<file path="config.mk">
export PLATFORM = sky130hd
export DESIGN_NAME = multi_channel_control_flat
export DESIGN_NICKNAME = d
export VERILOG_FILES = /design/src/rtl/multi_channel_control_if.sv /design/src/rtl/multi_channel_control.sv /design/src/flat_wrapper.sv
export SDC_FILE = /design/constraint.sdc
export NUM_CORES = 1
export LEC_CHECK = 0
export CELL_PAD_IN_SITES_DETAIL_PLACEMENT = 0
export CELL_PAD_IN_SITES_GLOBAL_PLACEMENT = 1
export CORE_UTILIZATION = 50
export DETAILED_ROUTE_END_ITERATION = 7
export DONT_BUFFER_PORTS = 1
export GPL_TIMING_DRIVEN = 0
export PLACE_DENSITY_LB_ADDON = 0.08
export SLEW_MARGIN = 20
export SYNTH_ARGS = -nofsm -noshare
export SYNTH_HDL_FRONTEND = slang
export SYNTH_SLANG_ARGS = --single-unit
</file>
<file path="constraint.sdc">
create_clock -name clk -period 2.35 [get_ports clk]
set_clock_uncertainty 0.2 [all_clocks]
set_input_delay 0.235 -clock clk [delete_from_list [all_inputs] [get_ports clk]]
set_output_delay 0.235 -clock clk [all_outputs]
set_load 0.005 [all_outputs]
</file>
<file path="src/rtl/multi_channel_control_if.sv">
// Host-side register strobes and per-channel motor control outputs
// for multi_channel_control, grouped into one bundle.
interface multi_channel_control_if #(
    parameter int NCHAN = 3
);
    logic [NCHAN-1:0] cfgld;
    logic             ctrlld;
    logic             wdogdivld;
    logic             tst;
    logic             wdogdis;
    logic             wdreset;
    logic [7:0]       wrtdata;
    logic [NCHAN-1:0] pwmcntce;
    logic [NCHAN-1:0] filterce;
    logic [NCHAN-1:0] invphase;
    logic [NCHAN-1:0] invertpwm;
    logic [NCHAN-1:0] run;
    logic             motorenaint;
    logic             wdwarn;
    logic             ledalive;
    logic [7:0]       controlrdata;
    logic [7:0]       hwconfig;

    modport master (
        output cfgld, ctrlld, wdogdivld, tst, wdogdis, wdreset, wrtdata,
        input  pwmcntce, filterce, invphase, invertpwm, run,
        input  motorenaint, wdwarn, ledalive, controlrdata, hwconfig
    );

    modport slave (
        input  cfgld, ctrlld, wdogdivld, tst, wdogdis, wdreset, wrtdata,
        output pwmcntce, filterce, invphase, invertpwm, run,
        output motorenaint, wdwarn, ledalive, controlrdata, hwconfig
    );
endinterface

</file>
<file path="src/rtl/multi_channel_control.sv">
// Multi-channel motor control: clock-enable prescalers, per-channel
// PWM/filter dividers, control register, watchdog and heartbeat.
module multi_channel_control #(
    parameter int NCHAN      = 3,
    parameter int PRESCALE   = 64,
    parameter int WDPRESCALE = 256
) (
    input  logic                    clk,
    input  logic                    rstn,
    multi_channel_control_if.slave  bus
);
    localparam int PW = $clog2(PRESCALE);
    localparam int WW = $clog2(WDPRESCALE);

    logic [PW-1:0]    pcnt;
    logic [WW-1:0]    scnt;
    logic             ce64;
    logic             ce16k;
    logic [NCHAN-1:0] run_q;
    logic             men_q;
    logic             wdtrip;
    logic             warn_q;
    logic             menint;
    logic [7:0]       dreg;
    logic [7:0]       wdcnt;
    logic [1:0]       sync;
    logic             wdds;
    logic             wdsel;
    logic             counting;
    logic             trip_clr;
    logic [9:0]       lcnt;
    logic [3:0]       run4;

    // Exponent k -> mask with the low k bits set
    function automatic logic [6:0] low_mask(input logic [2:0] k);
        return 7'h7F >> (3'd7 - k);
    endfunction

    assign ce64  = &pcnt;
    assign ce16k = ce64 & (&scnt);

    // Free-running prescalers producing the base and slow enables
    always_ff @(posedge clk or negedge rstn) begin
        if (!rstn) begin
            pcnt <= '0;
            scnt <= '0;
        end else begin
            pcnt <= pcnt + 1'b1;
            if (ce64) scnt <= scnt + 1'b1;
        end
    end

    for (genvar n = 0; n < NCHAN; n++) begin : g_ch
        logic [7:0] cfg;
        logic [6:0] pc;
        logic [6:0] fc;
        logic [6:0] pm;
        logic [6:0] fm;

        assign pm = low_mask(cfg[2:0]);
        assign fm = low_mask(cfg[5:3]);

        // Config is frozen while the motor is enabled; dividers never clear
        always_ff @(posedge clk or negedge rstn) begin
            if (!rstn) begin
                cfg <= '0;
                pc  <= '0;
                fc  <= '0;
            end else begin
                pc <= pc + 1'b1;
                if (ce64) fc <= fc + 1'b1;
                if (bus.cfgld[n] && !menint) cfg <= bus.wrtdata;
            end
        end

        assign bus.pwmcntce[n]  = rstn & ((pc & pm) == pm);
        assign bus.filterce[n]  = ce64 & ((fc & fm) == fm);
        assign bus.invertpwm[n] = cfg[6];
        assign bus.invphase[n]  = cfg[7];
    end

    assign trip_clr = bus.ctrlld && (bus.wrtdata == 8'h80);
    assign menint   = men_q & ~wdtrip;

    // Control register; a trip latches until the host writes motor-off
    always_ff @(posedge clk or negedge rstn) begin
        if (!rstn) begin
            run_q  <= '0;
            men_q  <= 1'b0;
            wdtrip <= 1'b0;
        end else begin
            if (bus.ctrlld) begin
                run_q <= bus.wrtdata[NCHAN-1:0];
                men_q <= bus.wrtdata[6];
            end
            if (trip_clr) wdtrip <= 1'b0;
            else if (counting && wdsel && wdcnt == dreg) wdtrip <= 1'b1;
        end
    end

    assign wdds     = sync[1];
    assign wdsel    = bus.tst ? ce64 : ce16k;
    assign counting = menint & ~bus.wdreset & ~wdds & (dreg != 8'd0);

    // Watchdog: divisor, disable synchroniser, saturating counter, warning
    always_ff @(posedge clk or negedge rstn) begin
        if (!rstn) begin
            sync   <= '0;
            dreg   <= '0;
            wdcnt  <= '0;
            warn_q <= 1'b0;
        end else begin
            sync <= {sync[0], bus.wdogdis};
            if (bus.wdogdivld && !menint) dreg <= bus.wrtdata;
            if (!counting) begin
                wdcnt  <= '0;
                warn_q <= 1'b0;
            end else begin
                if (wdsel && wdcnt != dreg) wdcnt <= wdcnt + 1'b1;
                if (dreg >= 8'd2 && wdcnt >= (dreg >> 1)) warn_q <= 1'b1;
            end
        end
    end

    // Heartbeat counter on the slow enable
    always_ff @(posedge clk or negedge rstn) begin
        if (!rstn) lcnt <= '0;
        else if (ce16k) lcnt <= lcnt + 1'b1;
    end

    // Zero-pad the run bits to the 4-bit readback field
    always_comb begin
        run4 = '0;
        run4[NCHAN-1:0] = run_q;
    end

    assign bus.run          = run_q;
    assign bus.motorenaint  = menint;
    assign bus.wdwarn       = warn_q;
    assign bus.ledalive     = lcnt[9];
    assign bus.controlrdata = {wdtrip, warn_q, menint, wdds, run4};
    assign bus.hwconfig     = {1'b1, 3'(NCHAN), 4'b0000};
endmodule

</file>
<file path="src/flat_wrapper.sv">
// flat-port wrapper written by rule: the top's interface ports become plain ports
module multi_channel_control_flat 
#(
    parameter int NCHAN      = 3,
    parameter int PRESCALE   = 64,
    parameter int WDPRESCALE = 256
)
  (clk, rstn, bus_cfgld, bus_ctrlld, bus_wdogdivld, bus_tst, bus_wdogdis, bus_wdreset, bus_wrtdata, bus_pwmcntce, bus_filterce, bus_invphase, bus_invertpwm, bus_run, bus_motorenaint, bus_wdwarn, bus_ledalive, bus_controlrdata, bus_hwconfig);
  multi_channel_control_if #(.NCHAN(NCHAN)) bus_i ();
  input  logic clk;
  input  logic rstn;
  input wire logic [$bits(bus_i.cfgld)-1:0] bus_cfgld;
  input wire logic [$bits(bus_i.ctrlld)-1:0] bus_ctrlld;
  input wire logic [$bits(bus_i.wdogdivld)-1:0] bus_wdogdivld;
  input wire logic [$bits(bus_i.tst)-1:0] bus_tst;
  input wire logic [$bits(bus_i.wdogdis)-1:0] bus_wdogdis;
  input wire logic [$bits(bus_i.wdreset)-1:0] bus_wdreset;
  input wire logic [$bits(bus_i.wrtdata)-1:0] bus_wrtdata;
  output wire logic [$bits(bus_i.pwmcntce)-1:0] bus_pwmcntce;
  output wire logic [$bits(bus_i.filterce)-1:0] bus_filterce;
  output wire logic [$bits(bus_i.invphase)-1:0] bus_invphase;
  output wire logic [$bits(bus_i.invertpwm)-1:0] bus_invertpwm;
  output wire logic [$bits(bus_i.run)-1:0] bus_run;
  output wire logic [$bits(bus_i.motorenaint)-1:0] bus_motorenaint;
  output wire logic [$bits(bus_i.wdwarn)-1:0] bus_wdwarn;
  output wire logic [$bits(bus_i.ledalive)-1:0] bus_ledalive;
  output wire logic [$bits(bus_i.controlrdata)-1:0] bus_controlrdata;
  output wire logic [$bits(bus_i.hwconfig)-1:0] bus_hwconfig;
  assign bus_i.cfgld = bus_cfgld;
  assign bus_i.ctrlld = bus_ctrlld;
  assign bus_i.wdogdivld = bus_wdogdivld;
  assign bus_i.tst = bus_tst;
  assign bus_i.wdogdis = bus_wdogdis;
  assign bus_i.wdreset = bus_wdreset;
  assign bus_i.wrtdata = bus_wrtdata;
  assign bus_pwmcntce = bus_i.pwmcntce;
  assign bus_filterce = bus_i.filterce;
  assign bus_invphase = bus_i.invphase;
  assign bus_invertpwm = bus_i.invertpwm;
  assign bus_run = bus_i.run;
  assign bus_motorenaint = bus_i.motorenaint;
  assign bus_wdwarn = bus_i.wdwarn;
  assign bus_ledalive = bus_i.ledalive;
  assign bus_controlrdata = bus_i.controlrdata;
  assign bus_hwconfig = bus_i.hwconfig;
  multi_channel_control #(.NCHAN(NCHAN), .PRESCALE(PRESCALE), .WDPRESCALE(WDPRESCALE)) u_core (.clk(clk), .rstn(rstn), .bus(bus_i));
endmodule
</file>
### Word-level counts from Yosys, hierarchy flattened

Index checks and enable logic that the tools add are counted.

| word-level totals | value |
|---|---|
| flip-flop bits (word level) | 114 |
| bits of input ports | 18 |
| output and inout port bits | 34 |
| logic and storage cells | 95 |

| operators by class | value |
|---|---|
| $add $sub $neg | 16 |
| $lt $le $gt $ge | 2 |
| eq/ne operators | 11 |
| shift operators | 6 |
| multiplexer cells | 7 |
| bitwise logic cells | 20 |
| reductions and logical operators | 14 |

Operators by type and width:

| operator | count |
|---|---|
| $add 7x1->7 const B | 6 |
| $and 7x7->7 | 6 |
| $eq 7x7->1 | 6 |
| $shr 7x3->7 const A | 6 |
| $sub 3x3->3 const A | 6 |
| $add 8x1->8 const B | 2 |
| $mux 8 | 2 |
| $and 1x1->1 | 11 |
| $add 10x1->10 const B | 1 |
| $logic_and 1x1->1 | 9 |
| $eq 8x8->1 | 1 |
| $eq 8x8->1 const B | 1 |
| $ge 8x2->1 const B | 1 |
| $ge 8x7->1 | 1 |
| $ne 8x8->1 | 1 |
| $reduce_and 8->1 | 1 |
| $reduce_bool 8->1 | 1 |
| $add 6x1->6 const B | 1 |
| $reduce_and 6->1 | 1 |
| $mux 1 | 5 |
| $ne 2x2->1 const B | 2 |
| $not 1->1 | 3 |
| $reduce_bool 2->1 | 1 |
| $logic_not 1->1 | 1 |

### Logic depth before layout (Yosys ltp)

| logic depth | value |
|---|---|
| depth in word-level cells | 9 |
| gate-level depth with buffers | 7 |

### Worst setup path after synthesis

OpenSTA, ideal clock, no wires.

| timing path | value |
|---|---|
| kind | register -> register |
| from | register u_core.pcnt[0] |
| to | register u_core.wdcnt[6] |
| data arrival time | 1.649 ns |
| data required time | 2.072 ns |
| path slack | 0.423 ns |
| cell stages (with the launch flop) | 8 |
| path through | dfrtp_1 > ha_1 > nand3_4 > nor2_8 > o221ai_2 > buf_4 > or3_1 > a21oi_1 |

| between the ends | value |
|---|---|
| word-level cells in the longest chain between the ends | 5 |

Ends and longest elaborated chain:

| what | line | RTL |
|---|---|---|
| start: declaration | multi_channel_control.sv:15 | `logic [PW-1:0] pcnt;` |
| start signal: assignment | multi_channel_control.sv:48 | `pcnt <= pcnt + 1'b1;` |
| $reduce_and 6->1 (*) | multi_channel_control.sv:39 | `assign ce64 = &pcnt;` |
| $and 1x1->1 | multi_channel_control.sv:40 | `assign ce16k = ce64 & (&scnt);` |
| $mux 1 (*) | multi_channel_control.sv:102 | `assign wdsel = bus.tst ? ce64 : ce16k;` |
| $logic_and 1x1->1 (*) | multi_channel_control.sv:119 | `if (wdsel && wdcnt != dreg) wdcnt <= wdcnt + 1'b1;` |
| $ne 2x2->1 (no line) (*) | -- |  |
| end signal: assignment | multi_channel_control.sv:119 |  |
| end: declaration | multi_channel_control.sv:25 | `logic [7:0] wdcnt;` |

Mark *: on every way between the ends. The rest lies on a longest branch, timed or not.
A chain may end at the register's enable or synchronous reset.

### Worst setup path in the final report

| timing path | value |
|---|---|
| from | register u_core.pcnt[0] |
| to | output bus_filterce[0] |

| between the ends | value |
|---|---|
| word-level cells in the longest chain between the ends | 2 |

Ends and longest elaborated chain:

| what | line | RTL |
|---|---|---|
| $reduce_and 6->1 | multi_channel_control.sv:39 |  |
| $and 1x1->1 | multi_channel_control.sv:77 | `assign bus.filterce[n] = ce64 & ((fc & fm) == fm);` |
| end: declaration | flat_wrapper.sv:20 | `output wire logic [$bits(bus_i.filterce)-1:0] bus_filterce;` |

No other way between the ends.

==> summary.md <==
| Metric | Value |
|---|---|
| RD Place Congestion | `0.812` |
| Ant diodes | `0` |
| Sink Count | `114` |
| Final net count | `562` |
| Xor and xnor area share after synthesis | `10.0%` |
| Slowest stage delay, CP | `0.40 ns` |
| Number of global-route vias before repair | `3564` |
| Pin count of the biggest net entering global routing | `118` |
| Highest clock rate | `441 MHz` |
| CP max FO | `8` |
| Tot GR Track Use | `20.8%` |
| Data arrival, critical path | `1.83 ns` |
| 1st-pass router iterations | `4` |
| Post-synth top area share | `52.7%` |
| Wire per inst | `15.6 um` |
| Die H | `106 um` |
| Most common cell after layout, fill and taps aside | `dfrtp_1` |
| Area leader, netlist | `dfrtp_1` |
| Top FF cell, synth | `dfrtp_1` |
| Area of the core | `10400 um2` |
| Count of cell types in the netlist | `44` |
| Synthesized flop and latch total | `114` |
| Compound-Gate Fraction of Synth Area | `6.78%` |
| Simple-gate portion of the synthesized area | `13.6%` |
| Final period util | `96.4%` |
| Gr ovfl total | `0` |
| Combinational family with the most area after synthesis | `simple AND/OR/NAND/NOR gates` |
| Worst EP required | `1.91 ns` |
| Final min period | `2.27 ns` |
| DIE AREA | `11200 um2` |
| Clk pin slew, worst setup/hold paths | `0.05 ns` |
| Worst Tran Pin Value | `0.526 ns` |
| Failing checks | `negative hold slack` |
| Clk Tree Root Cell | `clkbuf_8` |
| Final setup fails | `0` |
| Pwr Density | `799 nW/um2` |
| Async SR Flop Fraction | `100%` |
| Netlist Area Pre-Place | `5410 um2` |
| PortBufs | `0` |
| Placed Cells | `626` |
| First-pass GRT wire length | `17.6 mm` |
| Hpwl dp | `6.87 mm` |
| Layout area overhead | `18.5%` |
| Synth top area cells | `dfrtp_1 53%, xnor2_1 7.9%, mux2_2 7.5%, ha_1 3.9%, nand2_1 3.5%` |
| Hold buffers post-CTS | `12` |
| Crit path cell chain | `ha_4 -> nand3_4 -> or2_4 -> a211oi_4` |
| Max H-tree Level | `4` |
| Worst min path class | `primary input to asynchronous set/reset pin` |
| Min Hold Slack | `-0.791 ns` |
| Reg area | `2850 um2` |
| Most frequent cells in the layout | `114 x dfrtp_1, 51 x nand2_1, 49 x xnor2_1` |
| Io pins | `52` |
| Count of flip-flops with a built-in enable after synthesis | `0` |
| Insertion delay to the later sink of the worst-skew pair | `0.52 ns` |
| Syn Inst Count | `483` |
| WS Path Type | `flip-flop to output port` |
| Post-Layout Cell Count | `676` |
| Slew Viols, Final | `0` |
| Antenna violations before repair | `0` |
| Rows | `37` |
| Finished Core Util | `61.5%` |
| Synth Area in Adders | `3.93%` |
| DRT iter0 DRCs | `158` |
| Vias per inst | `5.29` |
| Maximum buffer depth of the clock tree | `2` |
| R2r setup slk | `0.19 ns` |
| Syn. warnings | `0` |
| DR vias | `3576` |
| Outcome | `finished, violations left` |
| Final hold violation count | `114` |
| Register area share after synthesis | `52.7%` |
| Relative slew margins | `65.0%` |
| CTS tree | `done` |
| Post-route ant nets | `0` |
| Die Wd | `106 um` |
| Filler cells | `854` |
| Num CTS Buffers | `17` |
| Maximum VDD drop | `527 uV` |
| Syn avg cell area | `11.2 um2` |
| Leak Pwr | `2.93 nW` |
| Initial Utilization | `51.9%` |
| Max-capacitance violation count | `0` |
| Crit. End Element | `output port` |
| Residual DRC | `0` |
| Mux cell area share after synthesis | `7.68%` |
| Crit-path slowest cell | `dfrtp_1` |
| CP startpoint kind | `flip-flop` |
| Multi-input logic area | `2360 um2` |
| Share of cells above drive strength 1 | `21.5%` |
| Total routed wirelength | `10.5 mm` |
path summary, 6_finish.rpt:
path	cells after the start	endpoint	startpoint
hold reg to reg	0	u_core.sync[1]	u_core.sync[0]
min in group clk	2	u_core.g_ch[2].cfg[4]	bus_cfgld[2]
setup reg to reg	7	u_core.wdcnt[6]	u_core.scnt[0]
setup / recovery	4	bus_filterce[0]	u_core.pcnt[0]
max in group asynchronous	0	u_core.g_ch[0].cfg[6]	rstn
hold / removal	0	u_core.g_ch[1].pc[5]	rstn
synth_stat cells, types with 2 or more instances:
master / n
or3_1: 5
xor2_1: 13
dfrtp_1: 114
ha_1: 17
a21o_1: 2
a21oi_1: 19
a31oi_1: 3
conb_1: 2
nand2_1: 51
and3_1: 8
nor3_1: 5
mux2_2: 36
clkbuf_1: 2
nand4_1: 17
o221a_2: 3
and2_1: 2
o21a_1: 2
a211oi_1: 4
inv_1: 23
o21ai_0: 19
nand3_1: 16
nor4_1: 3
buf_4: 23
o211ai_1: 3
xnor2_1: 49
nand2b_1: 5
nor2_1: 20
sequential cells by signal, summed over array words and instances, names as in the netlist:
name               cells
u_core.men_q           1
u_core.wdtrip          1
u_core.bus.run         3
u_core.g_ch.fc        21
u_core.sync            2
u_core.pcnt            6
u_core.wdcnt           8
u_core.lcnt           10
u_core.bus.wdwarn      1
u_core.g_ch.pc        21
u_core.scnt            8
u_core.dreg            8
u_core.g_ch.cfg       24
power by group:
| group | internal [mW] | leakage (nW) | switching (mW) |
|---|---|---|---|
| Sequential | 2.08 | 1.45 | 0.115 |
| Combinational | 0.225 | 1.18 | 0.167 |
| Clock | 1.65 | 0.294 | 0.883 |
| Total | 3.96 | 2.93 | 1.16 |
layer usage:
metal  global-route usage [%]  wire [um]
met1                     26.0       4910
met2                     33.5       5020
met3                     6.38        483
met4                     8.63        135
met5                        0          0
metrics by stage:
step / TNS [ns] / total power [mW] / setup WS, ns / hold slack [ns] / instance area [um2]
floorplan: 0 / 2.50 / 0.423 / -0.261 / 5440
global placement: 0 / 2.56 / 0.0284 / -0.258 / 5610
detailed placement: 0 / 2.58 / 0.0181 / -0.258 / 5610
CTS: 0 / 5.18 / 0.00288 / -0.818 / 6390
global route: -0.00476 / 5.32 / -0.00476 / -0.823 / 6410
finish: 0 / 5.12 / 0.0836 / -0.791 / 6410
kinds of logic after synthesis:
logic type      count (synthesis)
other cells                     2
simple gates                  142
buf+inv                        50
flops                         114
xor+xnor                       62
mux                            37
compound gates                 59
fa+ha+maj                      17
critical path: cells and delay by family (launching register included):
family | cells | cell delay, ns
AO/OA/AOI/OAI | 1 | 0.28
AND/OR/NAND/NOR | 2 | 0.47
flip-flops | 1 | 0.40
adder cells (fa/ha/maj) | 1 | 0.17
cell type report:
class	instances	area share, %
plain buffers	25	2.81
clock buffers	20	6.95
clock inverters	12	2.15
inverters	23	1.35
multi-input cells	326	36.8
flip-flops and latches	114	44.5
well taps	136	2.65
repair buffers	20	2.81
timing repair:
item | in CTS | in global routing
pin swaps | 1 | 3
cloned | 0 | 0
setup endpoints to repair | 3 | 4
endpoints found under the hold margin | 161 | 114
buffers inserted | 4 | 4
gates resized for setup | 11 | 2
Power figures use the tool's default switching activity.
